`src/rtl/cpu_pkg.sv`:
```
// Shared definitions for the core pipeline interlock.
// Register index width, register count, the mul/div latency and the
// state type of the mul/div sequencer.
package cpu_pkg;

    localparam int unsigned RW     = 5;
    localparam int unsigned NREG   = 32;
    localparam int unsigned MD_LAT = 4;

    typedef enum logic [1:0] {
        MD_IDLE,
        MD_BUSY,
        MD_WB
    } md_state_e;

endpackage

```
`src/rtl/pipeline_interlock_if.sv`:
```
// Bundle between the core pipeline and the interlock controller.
// master : pipeline side, drives ID/EX decode info and receives stall/flush/mul-div controls.
// slave  : interlock side, the mirror image.
interface pipeline_interlock_if;
    import cpu_pkg::*;

    // ID stage
    logic          id_valid;
    logic [RW-1:0] id_rsa;
    logic          id_rsa_used;
    logic [RW-1:0] id_rsb;
    logic          id_rsb_used;
    logic [RW-1:0] id_rd;
    logic          id_is_muldiv;
    // EX stage
    logic          ex_legal;
    logic          ex_is_load;
    logic [RW-1:0] ex_rd;
    logic          ex_br_taken;
    // Controls back to the pipeline
    logic          stall_if;
    logic          stall_id;
    logic          bubble_ex;
    logic          flush_if;
    logic          flush_id;
    logic          md_issue;
    logic          md_busy;
    logic          md_wb_valid;
    logic [RW-1:0] md_wb_rd;

    modport master (
        output id_valid, id_rsa, id_rsa_used, id_rsb, id_rsb_used, id_rd, id_is_muldiv,
        output ex_legal, ex_is_load, ex_rd, ex_br_taken,
        input  stall_if, stall_id, bubble_ex, flush_if, flush_id,
        input  md_issue, md_busy, md_wb_valid, md_wb_rd
    );

    modport slave (
        input  id_valid, id_rsa, id_rsa_used, id_rsb, id_rsb_used, id_rd, id_is_muldiv,
        input  ex_legal, ex_is_load, ex_rd, ex_br_taken,
        output stall_if, stall_id, bubble_ex, flush_if, flush_id,
        output md_issue, md_busy, md_wb_valid, md_wb_rd
    );

endinterface

```
`src/rtl/md_sequencer.sv`:
```
// Sequencer for the single shared mul/div unit.
// Tracks IDLE -> BUSY -> WB, counts down the latency, holds the writeback
// destination and keeps the pending-result scoreboard (one bit per register).
// Ports:
//   clk, rst        clock, asynchronous active-high reset
//   md_issue_i      mul/div accepted from ID this cycle
//   id_rd_i         destination of the issuing mul/div
//   state_o         current sequencer state
//   pending_o       per-register "result still in flight" flags, bit 0 always 0
//   md_busy_o       unit occupied (BUSY or WB)
//   md_wb_valid_o   one-cycle writeback strobe
//   md_wb_rd_o      writeback destination
module md_sequencer
    import cpu_pkg::*;
#(
    parameter int unsigned RW     = cpu_pkg::RW,
    parameter int unsigned NREG   = cpu_pkg::NREG,
    parameter int unsigned MD_LAT = cpu_pkg::MD_LAT
) (
    input  logic            clk,
    input  logic            rst,
    input  logic            md_issue_i,
    input  logic [RW-1:0]   id_rd_i,
    output md_state_e       state_o,
    output logic [NREG-1:0] pending_o,
    output logic            md_busy_o,
    output logic            md_wb_valid_o,
    output logic [RW-1:0]   md_wb_rd_o
);

    // Counter only ever holds MD_LAT-2 down to 0.
    localparam int unsigned CntW = (MD_LAT > 2) ? $clog2(MD_LAT - 1) : 1;

    md_state_e       state_q, state_d;
    logic [CntW-1:0] cnt_q, cnt_d;
    logic [RW-1:0]   wb_rd_q, wb_rd_d;
    logic [NREG-1:0] pending_q, pending_d;

    always_ff @(posedge clk or posedge rst) begin
        if (rst) begin
            state_q   <= MD_IDLE;
            cnt_q     <= '0;
            wb_rd_q   <= '0;
            pending_q <= '0;
        end else begin
            state_q   <= state_d;
            cnt_q     <= cnt_d;
            wb_rd_q   <= wb_rd_d;
            pending_q <= pending_d;
        end
    end

    always_comb begin
        state_d   = state_q;
        cnt_d     = cnt_q;
        wb_rd_d   = wb_rd_q;
        pending_d = pending_q;
        unique case (state_q)
            MD_IDLE: begin
                if (md_issue_i) begin
                    state_d = MD_BUSY;
                    cnt_d   = CntW'(MD_LAT - 2);
                    wb_rd_d = id_rd_i;
                    pending_d[id_rd_i] = 1'b1;
                end
            end
            MD_BUSY: begin
                if (cnt_q == '0) begin
                    state_d = MD_WB;
                end else begin
                    cnt_d = cnt_q - CntW'(1);
                end
            end
            MD_WB: begin
                // Issue is only possible from IDLE, so this clear never races a set.
                pending_d[wb_rd_q] = 1'b0;
                state_d = MD_IDLE;
            end
            default: state_d = MD_IDLE;
        endcase
        // r0 is hardwired zero and never has a result in flight.
        pending_d[0] = 1'b0;
    end

    assign state_o       = state_q;
    assign pending_o     = pending_q;
    assign md_busy_o     = (state_q != MD_IDLE);
    assign md_wb_valid_o = (state_q == MD_WB);
    assign md_wb_rd_o    = wb_rd_q;

endmodule

```
`src/rtl/pipeline_interlock.sv`:
```
// Hazard/interlock controller for the 5-stage core.
// Handles what forwarding cannot: load-use, reads/writes of registers whose
// mul/div result is still in flight, and the mul/div unit being occupied.
// A taken branch in EX flushes IF/ID and takes priority over every stall.
// Ports:
//   clk, rst   clock, asynchronous active-high reset
//   bus        pipeline_interlock_if.slave: ID/EX info in; stall, flush,
//              bubble and mul/div issue/writeback controls out
module pipeline_interlock
    import cpu_pkg::*;
#(
    parameter int unsigned RW     = cpu_pkg::RW,
    parameter int unsigned NREG   = cpu_pkg::NREG,
    parameter int unsigned MD_LAT = cpu_pkg::MD_LAT
) (
    input  logic                  clk,
    input  logic                  rst,
    pipeline_interlock_if.slave   bus
);

    md_state_e       md_state;
    logic [NREG-1:0] pending;
    logic            md_busy;
    logic            md_wb_valid;
    logic [RW-1:0]   md_wb_rd;

    logic [RW-1:0]   rsa, rsb, id_rd, ex_rd;
    logic            src_a_ok, src_b_ok;
    logic            lu, raw, waw, strc, haz;
    logic            stall, flush, bubble, issue;

    assign rsa   = bus.id_rsa;
    assign rsb   = bus.id_rsb;
    assign id_rd = bus.id_rd;
    assign ex_rd = bus.ex_rd;

    // A source only counts if it is actually read and is not r0.
    assign src_a_ok = bus.id_rsa_used && (rsa != '0);
    assign src_b_ok = bus.id_rsb_used && (rsb != '0);

    assign lu   = bus.ex_legal && bus.ex_is_load && (ex_rd != '0) &&
                  ((src_a_ok && (rsa == ex_rd)) || (src_b_ok && (rsb == ex_rd)));
    assign raw  = (src_a_ok && pending[rsa]) || (src_b_ok && pending[rsb]);
    // A mul/div writing the same register is covered by strc instead.
    assign waw  = !bus.id_is_muldiv && (id_rd != '0) && pending[id_rd];
    assign strc = bus.id_is_muldiv && (md_state != MD_IDLE);
    assign haz  = bus.id_valid && (lu || raw || waw || strc);

    always_comb begin
        stall  = 1'b0;
        flush  = 1'b0;
        bubble = 1'b0;
        issue  = 1'b0;
        // Everything is forced quiet while reset is held.
        if (!rst) begin
            if (bus.ex_br_taken) begin
                flush  = 1'b1;
                bubble = 1'b1;
            end else if (haz) begin
                stall  = 1'b1;
                bubble = 1'b1;
            end
            issue = bus.id_valid && bus.id_is_muldiv && (md_state == MD_IDLE) &&
                    !haz && !bus.ex_br_taken;
        end
    end

    md_sequencer #(
        .RW     (RW),
        .NREG   (NREG),
        .MD_LAT (MD_LAT)
    ) u_seq (
        .clk           (clk),
        .rst           (rst),
        .md_issue_i    (issue),
        .id_rd_i       (id_rd),
        .state_o       (md_state),
        .pending_o     (pending),
        .md_busy_o     (md_busy),
        .md_wb_valid_o (md_wb_valid),
        .md_wb_rd_o    (md_wb_rd)
    );

    assign bus.stall_if    = stall;
    assign bus.stall_id    = stall;
    assign bus.bubble_ex   = bubble;
    assign bus.flush_if    = flush;
    assign bus.flush_id    = flush;
    assign bus.md_issue    = issue;
    assign bus.md_busy     = md_busy;
    assign bus.md_wb_valid = md_wb_valid;
    assign bus.md_wb_rd    = md_wb_rd;

endmodule

```
`src/flat_wrapper.sv`:
```
// flat-port wrapper written by rule: the top's interface ports become plain ports
module pipeline_interlock_flat import cpu_pkg::*;
#(
    parameter int unsigned RW     = cpu_pkg::RW,
    parameter int unsigned NREG   = cpu_pkg::NREG,
    parameter int unsigned MD_LAT = cpu_pkg::MD_LAT
)
  (clk, rst, bus_id_valid, bus_id_rsa, bus_id_rsa_used, bus_id_rsb, bus_id_rsb_used, bus_id_rd, bus_id_is_muldiv, bus_ex_legal, bus_ex_is_load, bus_ex_rd, bus_ex_br_taken, bus_stall_if, bus_stall_id, bus_bubble_ex, bus_flush_if, bus_flush_id, bus_md_issue, bus_md_busy, bus_md_wb_valid, bus_md_wb_rd);
  pipeline_interlock_if bus_i ();
  input  logic clk;
  input  logic rst;
  input wire logic [$bits(bus_i.id_valid)-1:0] bus_id_valid;
  input wire logic [$bits(bus_i.id_rsa)-1:0] bus_id_rsa;
  input wire logic [$bits(bus_i.id_rsa_used)-1:0] bus_id_rsa_used;
  input wire logic [$bits(bus_i.id_rsb)-1:0] bus_id_rsb;
  input wire logic [$bits(bus_i.id_rsb_used)-1:0] bus_id_rsb_used;
  input wire logic [$bits(bus_i.id_rd)-1:0] bus_id_rd;
  input wire logic [$bits(bus_i.id_is_muldiv)-1:0] bus_id_is_muldiv;
  input wire logic [$bits(bus_i.ex_legal)-1:0] bus_ex_legal;
  input wire logic [$bits(bus_i.ex_is_load)-1:0] bus_ex_is_load;
  input wire logic [$bits(bus_i.ex_rd)-1:0] bus_ex_rd;
  input wire logic [$bits(bus_i.ex_br_taken)-1:0] bus_ex_br_taken;
  output wire logic [$bits(bus_i.stall_if)-1:0] bus_stall_if;
  output wire logic [$bits(bus_i.stall_id)-1:0] bus_stall_id;
  output wire logic [$bits(bus_i.bubble_ex)-1:0] bus_bubble_ex;
  output wire logic [$bits(bus_i.flush_if)-1:0] bus_flush_if;
  output wire logic [$bits(bus_i.flush_id)-1:0] bus_flush_id;
  output wire logic [$bits(bus_i.md_issue)-1:0] bus_md_issue;
  output wire logic [$bits(bus_i.md_busy)-1:0] bus_md_busy;
  output wire logic [$bits(bus_i.md_wb_valid)-1:0] bus_md_wb_valid;
  output wire logic [$bits(bus_i.md_wb_rd)-1:0] bus_md_wb_rd;
  assign bus_i.id_valid = bus_id_valid;
  assign bus_i.id_rsa = bus_id_rsa;
  assign bus_i.id_rsa_used = bus_id_rsa_used;
  assign bus_i.id_rsb = bus_id_rsb;
  assign bus_i.id_rsb_used = bus_id_rsb_used;
  assign bus_i.id_rd = bus_id_rd;
  assign bus_i.id_is_muldiv = bus_id_is_muldiv;
  assign bus_i.ex_legal = bus_ex_legal;
  assign bus_i.ex_is_load = bus_ex_is_load;
  assign bus_i.ex_rd = bus_ex_rd;
  assign bus_i.ex_br_taken = bus_ex_br_taken;
  assign bus_stall_if = bus_i.stall_if;
  assign bus_stall_id = bus_i.stall_id;
  assign bus_bubble_ex = bus_i.bubble_ex;
  assign bus_flush_if = bus_i.flush_if;
  assign bus_flush_id = bus_i.flush_id;
  assign bus_md_issue = bus_i.md_issue;
  assign bus_md_busy = bus_i.md_busy;
  assign bus_md_wb_valid = bus_i.md_wb_valid;
  assign bus_md_wb_rd = bus_i.md_wb_rd;
  pipeline_interlock #(.RW(RW), .NREG(NREG), .MD_LAT(MD_LAT)) u_core (.clk(clk), .rst(rst), .bus(bus_i));
endmodule
```
`config.mk`:
```
export PLATFORM = sky130hd
export DESIGN_NAME = pipeline_interlock_flat
export DESIGN_NICKNAME = d
export VERILOG_FILES = /design/src/rtl/cpu_pkg.sv /design/src/rtl/pipeline_interlock_if.sv /design/src/rtl/md_sequencer.sv /design/src/rtl/pipeline_interlock.sv /design/src/flat_wrapper.sv
export SDC_FILE = /design/constraint.sdc
export NUM_CORES = 1
export LEC_CHECK = 0
export BUFFER_PORTS_ARGS = -buffer_cell sky130_fd_sc_hd__buf_2
export CAP_MARGIN = 20
export CORE_UTILIZATION = 63
export CTS_CLUSTER_SIZE = 25
export DETAILED_ROUTE_END_ITERATION = 8
export PLACE_DENSITY = 0.88
export SLEW_MARGIN = 5
export SYNTH_ARGS = -nofsm -noshare
export SYNTH_HDL_FRONTEND = slang
export SYNTH_SLANG_ARGS = --single-unit
```
`constraint.sdc`:
```
create_clock -name clk -period 4.15 [get_ports clk]
set_clock_uncertainty 0.05 [all_clocks]
set_input_delay 0.2075 -clock clk [delete_from_list [all_inputs] [get_ports clk]]
set_output_delay 0.2075 -clock clk [all_outputs]
set_load 0.01 [all_outputs]
```
==> results.env <==
NETLIST.TOP_CELL.BY_AREA='sky130_fd_sc_hd__dfrtp_1'
SYNTH.AVG_CELL_AREA_UM2=9.454
VDD_IR_DROP_MAX_V=0.0002536
PWR_DENSITY_nW_PER_UM2=341.9
DRIVE_GT1_SHARE_PCT=24.65
GRT_FIRST_PASS_WIRELENGTH_UM=13100
MAX_CLOCK_BUF_DEPTH=2
TIMING.FINAL.CRIT_PERIOD_NS=3.058
GLOBALROUTETOTALUTIL_PCT=33.29
GRT_UTIL_MET3_PCT=6.077
WORST-R2R-CELL-COUNT=7
DIEWIDTH_UM=72.69
SETUP_SLACK_NS=1.092
SETUP_TOTAL_NEGATIVE_SLACK_NS=0
NETLIST_AREA_BEFORE_PLACEMENT_UM2=3148
GLOBALROUTE.BUSIESTLAYER='met2'
INITIAL_UTILIZATION_PCT=66.21
TIMING.MAX_SLEW.REL_SLACK_PCT=58.03
ROUTED_VIA_DENSITY=6.990
NUMBER_OF_ANTENNA_VIOLATIONS_AT_THE_FIRST_CHECK_IN_GLOBAL_ROUTING=0
CORE-AREA_UM2=4755
TIMING.REG2REG.SETUP_SLACK_NS=1.30
SIGNAL_ARRIVAL_TIME_AT_THE_WORST_ENDPOINT_NS=2.80
LARGEST_FANOUT_ON_THE_CRITICAL_PATH=34
SYN-INSTANCE-COUNT=333
HTREE_LEVELS=2
DIE_AREA_UM2=5284
FINAL_NET_COUNT=382
CLK_TRANSITION_REPORTED_PATHS_NS=0.07
CAP_VIOLATIONS=0
ANT_NETS=0
ANTENNA-DIODE-COUNT=0
TOTAL_LEAKAGE_POWER_nW=1.174
MAPPEDNETLISTNETS=363
SYN2LAYOUT_AREA_GROWTH_PCT=7.631
POST_CTS_BUFFERS=0
CTS_HOLD_REPAIR.BUFFERS=0
CTS_ROOT_BUFFER='sky130_fd_sc_hd__clkbuf_8'
POST_PLACE_SETUP_SLACK_NS=1.202
ASYNC_RESET_FF_SHARE_PCT=100.0
TOP_POST_SYNTHESIS_CELLS_BY_AREA='sky130_fd_sc_hd__dfrtp_1, sky130_fd_sc_hd__mux4_2, sky130_fd_sc_hd__o21ai_0, sky130_fd_sc_hd__o41ai_1, sky130_fd_sc_hd__nor2_1'
DRC=0
NETLIST-CELL-TYPE-COUNT=50
FMAX_MHz=327.0
REPORT.FINAL.SETUP_VIOL=0
TIGHTESTPINTRANSITION_NS=0.6276
WORST-ENDPOINT-REQUIRED_NS=3.89
HPWL_UM=5786
WL_UM=8400
DPL.CELL_COUNT=412
SYNTH_WARNINGS=0
RUN_STATUS='finished, final reports clean'
FINISH.CELL_COUNT_WITHOUT_FILLERS=420
FINAL_HOLD_VIOL_COUNT=0
ROUTABILITYCONGESTION=0.8727
VIAS=2936
POSTCTSRESIZEDCELLS=0
SYNTHDOMINANTCELLAREASHARE_PCT=31.80
TRITONCTS='done'
CTS-BUFFERS-INSERTED=5
DRT_FIRST_PASS_ITERS=5
WORST_HOLD_SLACK_NS=0.009825
GR-USAGE-MET2_PCT=52.13
CRIT_PATH_START_KIND='flip-flop'
IOS=42
RSZ0062_AT_GRT='false'
SYNTH-EDFF-COUNT=0
CTS_NUM_SINKS=40
CRIT-REG2REG-CAPTURE='u_core.u_seq.md_wb_rd_o[3]'
GRT_PASS1_VIAS=2712
FINALMAXSLEWVIOLATIONS=0
SEQ_AREA_FRAC_SYNTH_PCT=31.80
RR_STARTPOINT='u_core.u_seq.pending_o[10]'
GRT_MET1_USAGE_PCT=45.12
CLKLATENCYLATEPIN_NS=0.29
HOLDCRITPATHCLASS='primary input to async pin'
SYNTH_SEQ_CELLS=40
WL_PER_CELL_UM=20.00
SYNTH_FLOP_CELL='sky130_fd_sc_hd__dfrtp_1'
GRT-OVFL-TOTAL=0
FIRST_ITERATION_DETAILED_ROUTING_DRC_COUNT=308
TOTAL_POWER_mW=1.158
DIE_H_UM=72.69
PLACEMENT_ROWS=25
PORTBUFFERS=41
TIMING_WORST_SETUP_PATH_TYPE='flip-flop to output pin'
GRT_MAX_DEGREE=41
FIN_CRIT_SH_PCT=73.69
TIMING.CRITICAL_PATH.TO_TYPE='output pin'
==> kinds of logic (layout without fill, tap and decap cells) <==
group	count (synthesis)	in the layout	share of synthesized area (%)
adders and majority gates	1	1	0.3974
buffers and inverters	37	57	5.484
AOI/OAI and AO/OA	90	90	19.67
and+or+nand+nor	124	124	22.18
muxes	32	32	17.97
xor gates and xnor gates	9	9	2.504
DFF	40	40	31.80
==> worst max-delay path: stages (launching register included) <==
cell and delay (ns):
sky130_fd_sc_hd__dfrtp_1 0.41, sky130_fd_sc_hd__mux4_2 0.46, sky130_fd_sc_hd__or3b_1 0.35, sky130_fd_sc_hd__o311a_2 0.14, sky130_fd_sc_hd__a221oi_4 0.32, sky130_fd_sc_hd__nand3_4 0.37
sky130_fd_sc_hd__clkinv_1 0.28, sky130_fd_sc_hd__buf_2 0.17
==> metrics by stage <==
step                      instance area [um^2]  util (%)
after floorplan                           3148         -
after global placement                    3298     69.37
after detailed placement                  3298     69.37
after CTS                                 3388     71.26
after global routing                      3388     71.26
final                                     3388     71.26
==> per-layer routing <==
layer | vias up | share of wire [%]
met5 | - | 0
met1 | 1386 | 39
met2 | 219 | 46
li1 | 1303 | -
met3 | 28 | 12
met4 | 0 | 2.5
==> cell usage after synthesis (3+ instances only) <==
cell type / count
sky130_fd_sc_hd__o41ai_2: 3
sky130_fd_sc_hd__clkbuf_1: 21
sky130_fd_sc_hd__buf_6: 3
sky130_fd_sc_hd__nor2b_1: 4
sky130_fd_sc_hd__nor3b_1: 5
sky130_fd_sc_hd__or2_2: 4
sky130_fd_sc_hd__o22ai_1: 3
sky130_fd_sc_hd__mux4_1: 3
sky130_fd_sc_hd__mux4_2: 15
sky130_fd_sc_hd__a21oi_1: 8
sky130_fd_sc_hd__nand2b_1: 7
sky130_fd_sc_hd__inv_1: 6
sky130_fd_sc_hd__o211ai_1: 3
sky130_fd_sc_hd__and3_1: 3
sky130_fd_sc_hd__o41ai_1: 18
sky130_fd_sc_hd__o21ai_0: 44
sky130_fd_sc_hd__nor4_1: 4
sky130_fd_sc_hd__nand3_1: 8
sky130_fd_sc_hd__dfrtp_1: 40
sky130_fd_sc_hd__nor2_1: 32
sky130_fd_sc_hd__nand3b_1: 10
sky130_fd_sc_hd__nand2_1: 21
sky130_fd_sc_hd__mux2_2: 7
sky130_fd_sc_hd__mux2i_1: 7
sky130_fd_sc_hd__and3b_1: 3
sky130_fd_sc_hd__buf_2: 3
sky130_fd_sc_hd__or3b_2: 7
sky130_fd_sc_hd__xnor2_1: 9
sky130_fd_sc_hd__or4_1: 6
==> sequential cells by signal (all words and copies together), names as in the netlist <==
name,cells
u_core.u_seq.md_wb_rd_o,5
u_core.u_seq.pending_o,31
u_core.u_seq.state_o,2
u_core.u_seq.cnt_q,2
==> placed cells by master, fill, tap and decap left out, types with 6 or more instances in the layout <==
cell type	count
sky130_fd_sc_hd__a21oi_1	8
sky130_fd_sc_hd__buf_2	41
sky130_fd_sc_hd__clkbuf_8	6
sky130_fd_sc_hd__dfrtp_1	40
sky130_fd_sc_hd__inv_1	6
sky130_fd_sc_hd__mux2_2	7
sky130_fd_sc_hd__mux2i_1	7
sky130_fd_sc_hd__mux4_2	15
sky130_fd_sc_hd__nand2_1	21
sky130_fd_sc_hd__nand2b_1	7
sky130_fd_sc_hd__nand3_1	8
sky130_fd_sc_hd__nand3b_1	10
sky130_fd_sc_hd__nor2_1	32
sky130_fd_sc_hd__o21ai_0	44
sky130_fd_sc_hd__o41ai_1	18
sky130_fd_sc_hd__or3b_2	7
sky130_fd_sc_hd__or4_1	6
sky130_fd_sc_hd__xnor2_1	9
==> how the worst max path moves through the flow <==
stage                                    start                          to  slack, ns
floorplan           u_core.u_seq.pending_o[11]  u_core.u_seq.md_wb_rd_o[0]       1.73
global placement                 bus_id_rsb[0]  u_core.u_seq.md_wb_rd_o[4]       1.26
detailed placement               bus_id_rsb[0]  u_core.u_seq.md_wb_rd_o[2]       1.20
CTS                  u_core.u_seq.pending_o[8]                bus_md_issue       1.12
global route         u_core.u_seq.pending_o[8]                bus_md_issue       0.98
finish              u_core.u_seq.pending_o[10]                bus_md_issue       1.09
==> power by group <==
part	total (mW)	switching, mW	internal (mW)
combinational	0.350	0.190	0.161
clock	0.267	0.132	0.136
sequential	0.541	0.0938	0.447
==> layout make-up <==
class | count | area [um^2]
Inverter | 7 | 26.28
Sequential cell | 40 | 1001
Timing Repair Buffer | 42 | 212.7
Multi-Input combinational cell | 256 | 1974
Tap cell | 67 | 83.83
Fill cell | 358 | 1366
Clock buffer | 8 | 90.09
(Power assumes the default switching activity.)
